### src/rtl/alu_op_sequencer.sv
// -----------------------------------------------------------------------------
// alu_op_sequencer
//
// Sequential front-end for a combinational ALU (opcode 0 = add, 1 = or,
// 2 = sub, 3 = xor). One command at a time is accepted over a valid/ready
// handshake. Its operands and opcode are held on registered outputs that
// drive the ALU, and the ALU result is captured one cycle later and presented
// on a valid/ready result port. An internal accumulator holds the last result,
// so a command can chain by using that result as operand A.
//
// Ports
//   clk          in   rising-edge clock
//   rst          in   asynchronous, active-high reset
//   cmd_valid    in   command present
//   cmd_ready    out  block can accept a command (IDLE only)
//   cmd_opcode   in   ALU opcode for the command
//   cmd_a        in   operand A (ignored when cmd_chain = 1)
//   cmd_b        in   operand B
//   cmd_chain    in   1 = use the accumulator as operand A
//   alu_opcode   out  registered opcode to the ALU
//   alu_a        out  registered operand A to the ALU
//   alu_b        out  registered operand B to the ALU
//   alu_result   in   combinational ALU result
//   res_valid    out  result available (DONE only)
//   res_ready    in   consumer takes the result
//   res_data     out  captured result
// -----------------------------------------------------------------------------
module alu_op_sequencer #(
  parameter int N_PARAMETER = 4
) (
  input  logic                   clk,
  input  logic                   rst,
  input  logic                   cmd_valid,
  output logic                   cmd_ready,
  input  logic [1:0]             cmd_opcode,
  input  logic [N_PARAMETER-1:0] cmd_a,
  input  logic [N_PARAMETER-1:0] cmd_b,
  input  logic                   cmd_chain,
  output logic [1:0]             alu_opcode,
  output logic [N_PARAMETER-1:0] alu_a,
  output logic [N_PARAMETER-1:0] alu_b,
  input  logic [N_PARAMETER-1:0] alu_result,
  output logic                   res_valid,
  input  logic                   res_ready,
  output logic [N_PARAMETER-1:0] res_data
);

  typedef enum logic [1:0] {
    IDLE = 2'd0,
    EXEC = 2'd1,
    DONE = 2'd2
  } state_t;

  state_t                   state_q;
  state_t                   state_d;
  logic [N_PARAMETER-1:0]   acc;
  logic                     accept;
  logic                     capture;

  // Handshake outputs depend on the state register only, so neither
  // cmd_valid nor res_ready has a combinational path to them.
  assign cmd_ready = (state_q == IDLE);
  assign res_valid = (state_q == DONE);

  assign accept  = (state_q == IDLE) && cmd_valid;
  assign capture = (state_q == EXEC);

  // NOTE: state_d gets its default before the case so every path assigns it;
  // without that, a missed branch would infer a latch.
  always_comb begin
    state_d = state_q;
    unique case (state_q)
      IDLE:    if (cmd_valid) state_d = EXEC;
      EXEC:    state_d = DONE;
      DONE:    if (res_ready) state_d = IDLE;
      default: state_d = IDLE;
    endcase
  end

  // NOTE: registers use non-blocking assignments so every flop samples the
  // pre-edge values, independent of statement order.
  always_ff @(posedge clk or posedge rst) begin
    if (rst) state_q <= IDLE;
    else     state_q <= state_d;
  end

  // NOTE: every datapath register is reset, not just the control state: a
  // reset must visibly clear the ALU operands, the result and the accumulator,
  // and an in-flight command must leave no trace.
  always_ff @(posedge clk or posedge rst) begin
    if (rst) begin
      alu_opcode <= '0;
      alu_a      <= '0;
      alu_b      <= '0;
      res_data   <= '0;
      acc        <= '0;
    end else begin
      if (accept) begin
        alu_opcode <= cmd_opcode;
        alu_b      <= cmd_b;
        alu_a      <= cmd_chain ? acc : cmd_a;
      end
      // EXEC is the ALU settle cycle; the result is sampled at its end.
      if (capture) begin
        res_data <= alu_result;
        acc      <= alu_result;
      end
    end
  end

endmodule

### config.mk
export PLATFORM = sky130hd
export DESIGN_NAME = alu_op_sequencer
export DESIGN_NICKNAME = d
export VERILOG_FILES = /design/src/rtl/alu_op_sequencer.sv
export SDC_FILE = /design/constraint.sdc
export NUM_CORES = 1
export LEC_CHECK = 0
export CAP_MARGIN = 20
export CORE_MARGIN = 2
export CORE_UTILIZATION = 33
export CTS_CLUSTER_DIAMETER = 150
export DETAILED_ROUTE_END_ITERATION = 10
export GPL_TIMING_DRIVEN = 0
export PLACE_DENSITY = 0.8
export SYNTH_ARGS = -nofsm -noshare
export SYNTH_HDL_FRONTEND = slang
export SYNTH_SLANG_ARGS = --single-unit
### constraint.sdc
create_clock -name clk -period 1.3 [get_ports clk]
set_clock_uncertainty 0.15 [all_clocks]
set_input_delay 0.26 -clock clk [delete_from_list [all_inputs] [get_ports clk]]
set_output_delay 0.26 -clock clk [all_outputs]
set_load 0.03 [all_outputs]
==> summary by stage, run 1 <==
Status
The run finished, with violations left. The checks that failed: negative setup slack.

Setup path
The worst setup path startpoint is state_q[1]. For the worst setup path, the data required time is 1.32 ns. The path depth of the worst reg2reg path is 3. Along the worst path, the maximum fanout reaches 5. The worst setup path is of the register to register kind.

The type of destination of the critical path is a register. The beginning of the worst register-to-register path is state_q[1]. The launching element type of the critical path is a register. The endpoint arrival time on the critical path is 1.50 ns.

For flop-to-flop paths, the worst setup slack is -0.18 ns. The endpoint of the most critical setup path is alu_b[1]. The endpoint identified for the worst register-to-register timing path is alu_b[1].

Floorplan
The full die area is 2360 um2. The total area inside the core boundary comes to 1922 um2. Row generation in the floorplan step produced 16 rows.

The horizontal extent of the die is 48.58 um. For this configuration, the core starts out at a cell density of 34.11%. The die outline height is 48.58 um.

The number of top-level design ports is 35.

Clocking
CTS built an H-tree with a depth of 1. The hold buffer count at CTS is 0. Counting along the longest clock path gives a buffer depth of 2. The number of clock buffers inserted by TritonCTS is 3. The number of clock sinks seen by CTS is 16. The root buffer selected by CTS is sky130_fd_sc_hd__clkbuf_4. The clock-pin slew on the worst setup and hold paths is 0.09 ns.

The clock latency of the later-clocked register in the worst-skew pair is 0.28 ns. The CTS tree is yes.

Finish
The fill cell instance count of the final layout is 173. The area growth from synthesis to layout is 70.42%. The repair_antennas step left the layout with diodes totalling 0.

The post-route netlist has 57.65% of its cells at a drive strength greater than 1. The net count reported at finish is 105. The footprint of the flip-flops and latches is 402.9 um2.

The multi-input combinational cells in the finished layout cover a total of 287.8 um2.

Drt
The count of nets left with antenna violations after detail routing is 0. The count of unresolved DRC violations after routing is 0. For this block, the routed nets add up to 1469 um of wire. The post-detailed-route via-to-cell ratio is 4.420. Dividing the detail-routed wire length by the instance count gives 13.12 um. The first-pass detailed-route iteration total is 1. In this run, the number of DRC markers left after iteration 0 of detailed routing was 0. The via total after detailed routing is 495.

Place
The quantity of I/O buffers inserted on ports is 34. The final weighted congestion in routability-driven placement is 0.6224. The worst setup timing slack at the placement stage is -0.4464 ns. The total half-perimeter wirelength after legalization and detailed placement is 1015 um.

Timing
The setup violation total in the final timing report is 12. The smallest clock period supported by the final layout is computed as 1.477 ns. Setup repair after global routing could not meet its margin everywhere.

The transition at the pin with the smallest max-transition slack is 0.5944 ns. The worst slew margin relative to its limit is 60.33%. The number of hold violations in the final report is 0. The worst path uses 113.6% of the clock period.

The maximum clock frequency is 0.6769 GHz. The final number of max-transition violations is 0. In the post-route analysis, the smallest setup slack over all paths is -0.1774 ns. Setup total negative slack on the finished layout was measured at -1.982 ns.

Logic synthesis
Of the synthesized area, sequential elements account for 61.07%. The biggest area contributor in the post-synthesis netlist is sky130_fd_sc_hd__dfrtp_1. The count of yosys warnings during synthesis is 0. The net count after synthesis is 61. The count of different cell masters after synthesis is 8. The share of synthesized area in the top cell type comes to 61.07%.

In this run the mean area of a mapped cell was 15.61 um2. The post-synth design cell area is 655.6 um2. The count of state elements after synthesis is 16. Synthesis produced 42 cells.

In the post-synthesis netlist, the biggest area contributors are sky130_fd_sc_hd__dfrtp_1 (61%), sky130_fd_sc_hd__mux2_2 (31%), sky130_fd_sc_hd__nand2b_1 (1.9%).

Power and ir drop
The power consumption is 2.957 mW. The internal power of the cells totals 1.782 mW. The total power per unit cell area is 2647 nW/um2. Net switching is 39.72% of the power. The net switching power of the design is 1.175 mW. Combinational cells account for 57.8% of the total power. For this design the static power due to leakage is 0.5219 nW. The clock network is responsible for 10.9% of the overall power.

The power share of the sequential group is 31.3%. The maximum vdd drop is 1.197 mV.

Global routing
The first global-routing pass estimated 2401 um of wire. The total overflow left after global routing is 0. The number of global-route vias before repair came to 526. The initial antenna violation count is 0. Across every metal layer, demand over resource in global routing totals 13.47%.

Entering global routing, the biggest net connects 17 pins.

Run
The total of max-cap violations is 0.

Min path
The min-delay analysis places its worst path in the category input port to async pin.
-- stage by stage --
step / hold WS (ns) / util [%] / cell area [um2] / instances
final: 0.1893 / 58.14 / 1117 / 112
after floorplan: 0.02374 / - / 655.6 / 42
after global placement: 0.3388 / 53.58 / 1030 / 103
after detailed placement: 0.3457 / 53.58 / 1030 / 103
after CTS: 0.2098 / 52.67 / 1012 / 108
after global routing: 0.2439 / 58.14 / 1117 / 112
-- cell usage after synthesis (all sizes together) --
master  number
nor2         1
nor3b        1
dfrtp       16
mux2        18
nand2b       2
buf          1
inv          2
o21ai        1
-- worst max-delay path, stage by stage (launching register included) --
cell                      delay, ns
sky130_fd_sc_hd__dfrtp_2       0.46
sky130_fd_sc_hd__nor3b_4       0.29
sky130_fd_sc_hd__buf_6         0.18
sky130_fd_sc_hd__mux2_4        0.30
-- per-layer routing --
metal	global-route usage, %	vias up	routed length, um
li1	-	232	-
met2	21.30	24	690
met4	7.143	0	6
met1	15.03	237	642
met3	6.481	2	130
met5	0	-	0
-- registers in the layout, indices dropped and copies added, names as in the netlist --
signal	cells
alu_a	4
alu_b	4
alu_opcode	2
res_data	4
state_q	2
-- power by group through the flow --
stage	clock network, mW	logic, mW	registers [mW]
2_1_floorplan	0	0.482	1.34
6_report	0.323	1.71	0.926
3_3_place_gp	0	1.56	0.888
4_1_cts	0.337	1.42	0.889
3_5_place_dp	0	1.58	0.903
5_1_grt	0.361	1.81	0.965
-- repair_timing --
| item | CTS | global route |
|---|---|---|
| resized for setup | 87 | 35 |
| endpoints found under the setup margin | 26 | 26 |
| pin swaps | 2 | 1 |
| setup buffers | 1 | 3 |
| gates cloned | 0 | 1 |
-- cell usage in the layout (no fill, tap or decap) --
master and instances:
sky130_fd_sc_hd__clkdlybuf4s50_1 17, sky130_fd_sc_hd__dfrtp_1 14, sky130_fd_sc_hd__buf_4 13, sky130_fd_sc_hd__mux2_4 10, sky130_fd_sc_hd__mux2_2 8, sky130_fd_sc_hd__buf_6 4
sky130_fd_sc_hd__clkbuf_4 4, sky130_fd_sc_hd__buf_2 4, sky130_fd_sc_hd__dfrtp_2 2, sky130_fd_sc_hd__nor3b_4 1, sky130_fd_sc_hd__nor2_1 1, sky130_fd_sc_hd__nand2b_1 1
sky130_fd_sc_hd__nand2b_4 1, sky130_fd_sc_hd__o21ai_0 1, sky130_fd_sc_hd__inv_2 1, sky130_fd_sc_hd__inv_1 1, sky130_fd_sc_hd__clkbuf_8 1, sky130_fd_sc_hd__dlygate4sd2_1 1
-- final cells by class --
| type | instances | share of cell area (%) |
|---|---|---|
| sequential | 16 | 36.06 |
| timing repair buffer | 39 | 30.24 |
| multi-input combinational | 23 | 25.76 |
| clock buffer | 4 | 3.247 |
| tap | 27 | 3.024 |
| buffer | 1 | 1.008 |
| inverter | 2 | 0.6719 |
-- worst min-delay path by stage --
stage,end,slack [ns]
finish,alu_a[0],0.19
global route,alu_a[0],0.24
CTS,alu_a[0],0.21
detailed placement,alu_a[0],0.35
global placement,alu_a[0],0.34
floorplan,alu_a[0],0.02
-- logic make-up after synthesis --
logic type             share of synthesized area (%)
AO/OA/AOI/OAI                                 0.7626
buffers and inverters                          2.863
flip-flops                                     61.07
multiplexers                                   30.92
AND/OR/NAND/NOR                                4.388
Note: power is estimated with default switching activity, not from simulation.
==> run 2, diff against run 1 <==
--- a/config.mk
+++ b/config.mk
@@ -6,6 +6,7 @@
 export NUM_CORES = 1
 export LEC_CHECK = 0
 export CAP_MARGIN = 20
+export CORE_ASPECT_RATIO = 1.4
 export CORE_MARGIN = 2
 export CORE_UTILIZATION = 33
 export CTS_CLUSTER_DIAMETER = 150
==> summary by stage, run 2 (same netlist as run 1, synthesis figures left out) <==
Place
The total cell area at the placement stage came to 1022 um2 (-0.73%). The quantity of I/O buffers inserted on ports is 34 (unchanged). The final weighted congestion in routability-driven placement was 0.6410 (+3.0%).

The total half-perimeter wirelength after legalization and detailed placement was 1009 um (-0.59%).

Floorplan
The horizontal extent of the die was 41.67 um (-14%). The initial core utilization came to 34.05% (-0.067 points). The number of top-level design ports was 35 (unchanged). The floorplan row count is 19 (+3). The die outline height is 56.74 um (+17%).

The standard cell core area came to 1926 um2 (+0.20%). The full die area is 2364 um2 (+0.20%).

Drt
The first-pass detailed-route iteration total is 2 (+1). The initial detailed-routing violation count is 3 (+3). The count of nets left with antenna violations after detail routing is 0 (unchanged). The average routed wire per standard cell came to 13.54 um (+3.3%).

The count of unresolved DRC violations after routing is 0 (unchanged). The post-detailed-route via-to-cell ratio is 4.699 (+6.3%). The total wire length came to 1395 um (-5.0%).

The via total after detailed routing is 484 (-2.2%).

Global routing
The number of global-route vias before repair is 491 (-6.7%). The combined global-route utilization of all metal layers is 11.67% (-1.8 points). The leftover overflow at the end of global routing is 0 (unchanged). The initial antenna violation count is 0 (unchanged).

The first-pass GRT wire length was 2090 um (-13%). The largest net degree at the start of global routing was 17 (unchanged).

Clocking
In this run the clock root is driven by a sky130_fd_sc_hd__clkbuf_4. The clock latency of the later-clocked register in the worst-skew pair was 0.29 ns (about the same). The deepest level of the CTS H-tree was 1 (unchanged).

The number of clock sinks seen by CTS came to 16 (unchanged). The clock-pin slew on the worst setup and hold paths is 0.10 ns (about the same). The number of clock buffers inserted by TritonCTS is 3 (unchanged). The maximum clock insertion buffer count came to 2 (unchanged). TritonCTS built the clock tree.

Setup path
The startpoint identified for the worst register-to-register timing path is state_q[1]. The flop-to-flop setup slack is -0.17 ns (about the same). The path depth of the worst reg2reg path is 3 (unchanged). The terminus of the critical flop-to-flop path is alu_a[0]. The type of destination of the critical path is a primary output. The maximum fanout along the worst path is 4 (-1). The number of buffer and inverter stages on the critical path came to 2 (+1). The critical path ends at res_valid.

Broken down by cell family, the worst path's largest delay share belongs to flip-flops. The endpoint arrival time on the critical path came to 1.07 ns (-0.43 ns). The cell with the largest stage delay on the worst path is sky130_fd_sc_hd__dfrtp_1. Tracing the worst setup path back leads to its startpoint at state_q[0].

The delay of the slowest cell on the worst path is 0.45 ns (about the same). The critical path is of the register to primary output type. The worst path required time is 0.89 ns (-0.43 ns). The logic depth of the worst path, buffers included is 3 (unchanged). Walking the worst path, the cells encountered are nand2b_4 > inv_2 > buf_6. The launching element type of the critical path is a register.

Timing
The final number of max-transition violations is 0 (unchanged). The worst slew margin relative to its limit is 60.09% (-0.24 points). The setup violation total in the final timing report came to 12 (unchanged). The transition at the pin with the smallest max-transition slack is 0.5979 ns (+0.003541 ns). The number of hold violations in the final report came to 0 (unchanged). The maximum clock frequency came to 0.6743 GHz (-0.38%). The final worst setup slack came to -0.1830 ns (-0.005633 ns).

The share of the clock period used by the worst path after layout was 114.1% (+0.43 points). The minimum clock period after layout is 1.483 ns (+0.005633 ns). Setup repair after global routing could not meet its margin everywhere.

Status
The final reports fail on negative setup slack. The run finished, with violations left.

Min path
The worst min-delay path category is input port to async pin.

Finish
Leaving out fill and tap cells, the most frequent cells in the layout are sky130_fd_sc_hd__clkdlybuf4s50_1 (17), sky130_fd_sc_hd__dfrtp_1 (15), sky130_fd_sc_hd__mux2_4 (10). The utilization of the core after routing is 56.27% (-1.9 points). In the final layout, the registers with the most flip-flops are alu_a x4, alu_b x4, res_data x4.

The area growth from synthesis to layout is 65.27%. The fraction of final layout cells with drive strength greater than 1 is 56.10% (-1.5 points). The library cell used most frequently in the layout, excluding fill and tap cells, is sky130_fd_sc_hd__clkdlybuf4s50_1. The cell area after layout was 1084 um2 (-3.0%).

The number of antenna diodes came to 0 (unchanged). The net count reported at finish is 102 (-2.9%).

Power and ir drop
The total power per unit cell area was 2660 nW/um2 (+0.52%). The static leakage is 0.5074 nW (-2.8%). The maximum vdd drop is 1.381 mV (+15%).

Run
The total of max-cap violations came to 0 (unchanged).
-- run 2: cell types whose count changed in the layout (fill, tap and decap cells not counted), sizes merged --
cell	change
buf	-2
clkbuf	-1
-- run 2: routing by layer --
| layer | up-vias | global-route usage [%] | routed length (um) |
|---|---|---|---|
| li1 | 227 | - | - |
| met1 | 228 | 13.25 | 569 |
| met2 | 26 | 19.87 | 697 |
| met3 | 3 | 2.251 | 97 |
| met4 | 0 | 6.912 | 31 |
| met5 | - | 0 | 0 |
-- run 2: layout make-up --
| cell class | instances | area, um2 |
|---|---|---|
| fill | 168 | 842.1 |
| sequential | 16 | 401.6 |
| timing repair buffer | 36 | 310.3 |
| multi-input combinational | 23 | 290.3 |
| clock buffer | 4 | 36.28 |
| tap | 21 | 26.28 |
| buffer | 1 | 11.26 |
| inverter | 2 | 7.507 |
-- run 2: worst min path at each step --
stage | cells after the start | to | start
finish | 2 | alu_opcode[0] | rst
global route | 2 | res_data[0] | rst
CTS | 2 | alu_opcode[0] | rst
detailed placement | 1 | alu_opcode[0] | alu_opcode[0]
global placement | 1 | alu_opcode[0] | alu_opcode[0]
floorplan | 1 | alu_a[0] | rst
-- run 2: power by group --
part | switching, mW | leakage [nW] | internal (mW)
logic | 0.827 | 0.299 | 0.784
registers | 0.187 | 0.188 | 0.752
clock network | 0.162 | 0.0210 | 0.171
-- run 2: what timing repair did --
item,4_1_cts,5_1_grt
gates resized for setup,88,26
cloned,0,1
endpoints found under the setup margin,27,21
buffers inserted,1,0
pin swaps,2,1
hold buffers,0,0
-- run 2: stage by stage --
| stage | hold WS (ns) | power [mW] | setup WS [ns] | TNS (ns) | std cells |
|---|---|---|---|---|---|
| 2_1_floorplan | 0.02374 | 1.827 | -0.07145 | -0.6426 | 42 |
| 3_3_place_gp | 0.3383 | 2.452 | -0.4371 | -6.507 | 97 |
| 3_5_place_dp | 0.3484 | 2.480 | -0.4604 | -6.757 | 97 |
| 4_1_cts | 0.1923 | 2.653 | -0.1784 | -2.084 | 102 |
| 5_1_grt | 0.2460 | 3.024 | -0.2182 | -2.515 | 103 |
| 6_report | 0.1729 | 2.882 | -0.1830 | -1.860 | 103 |
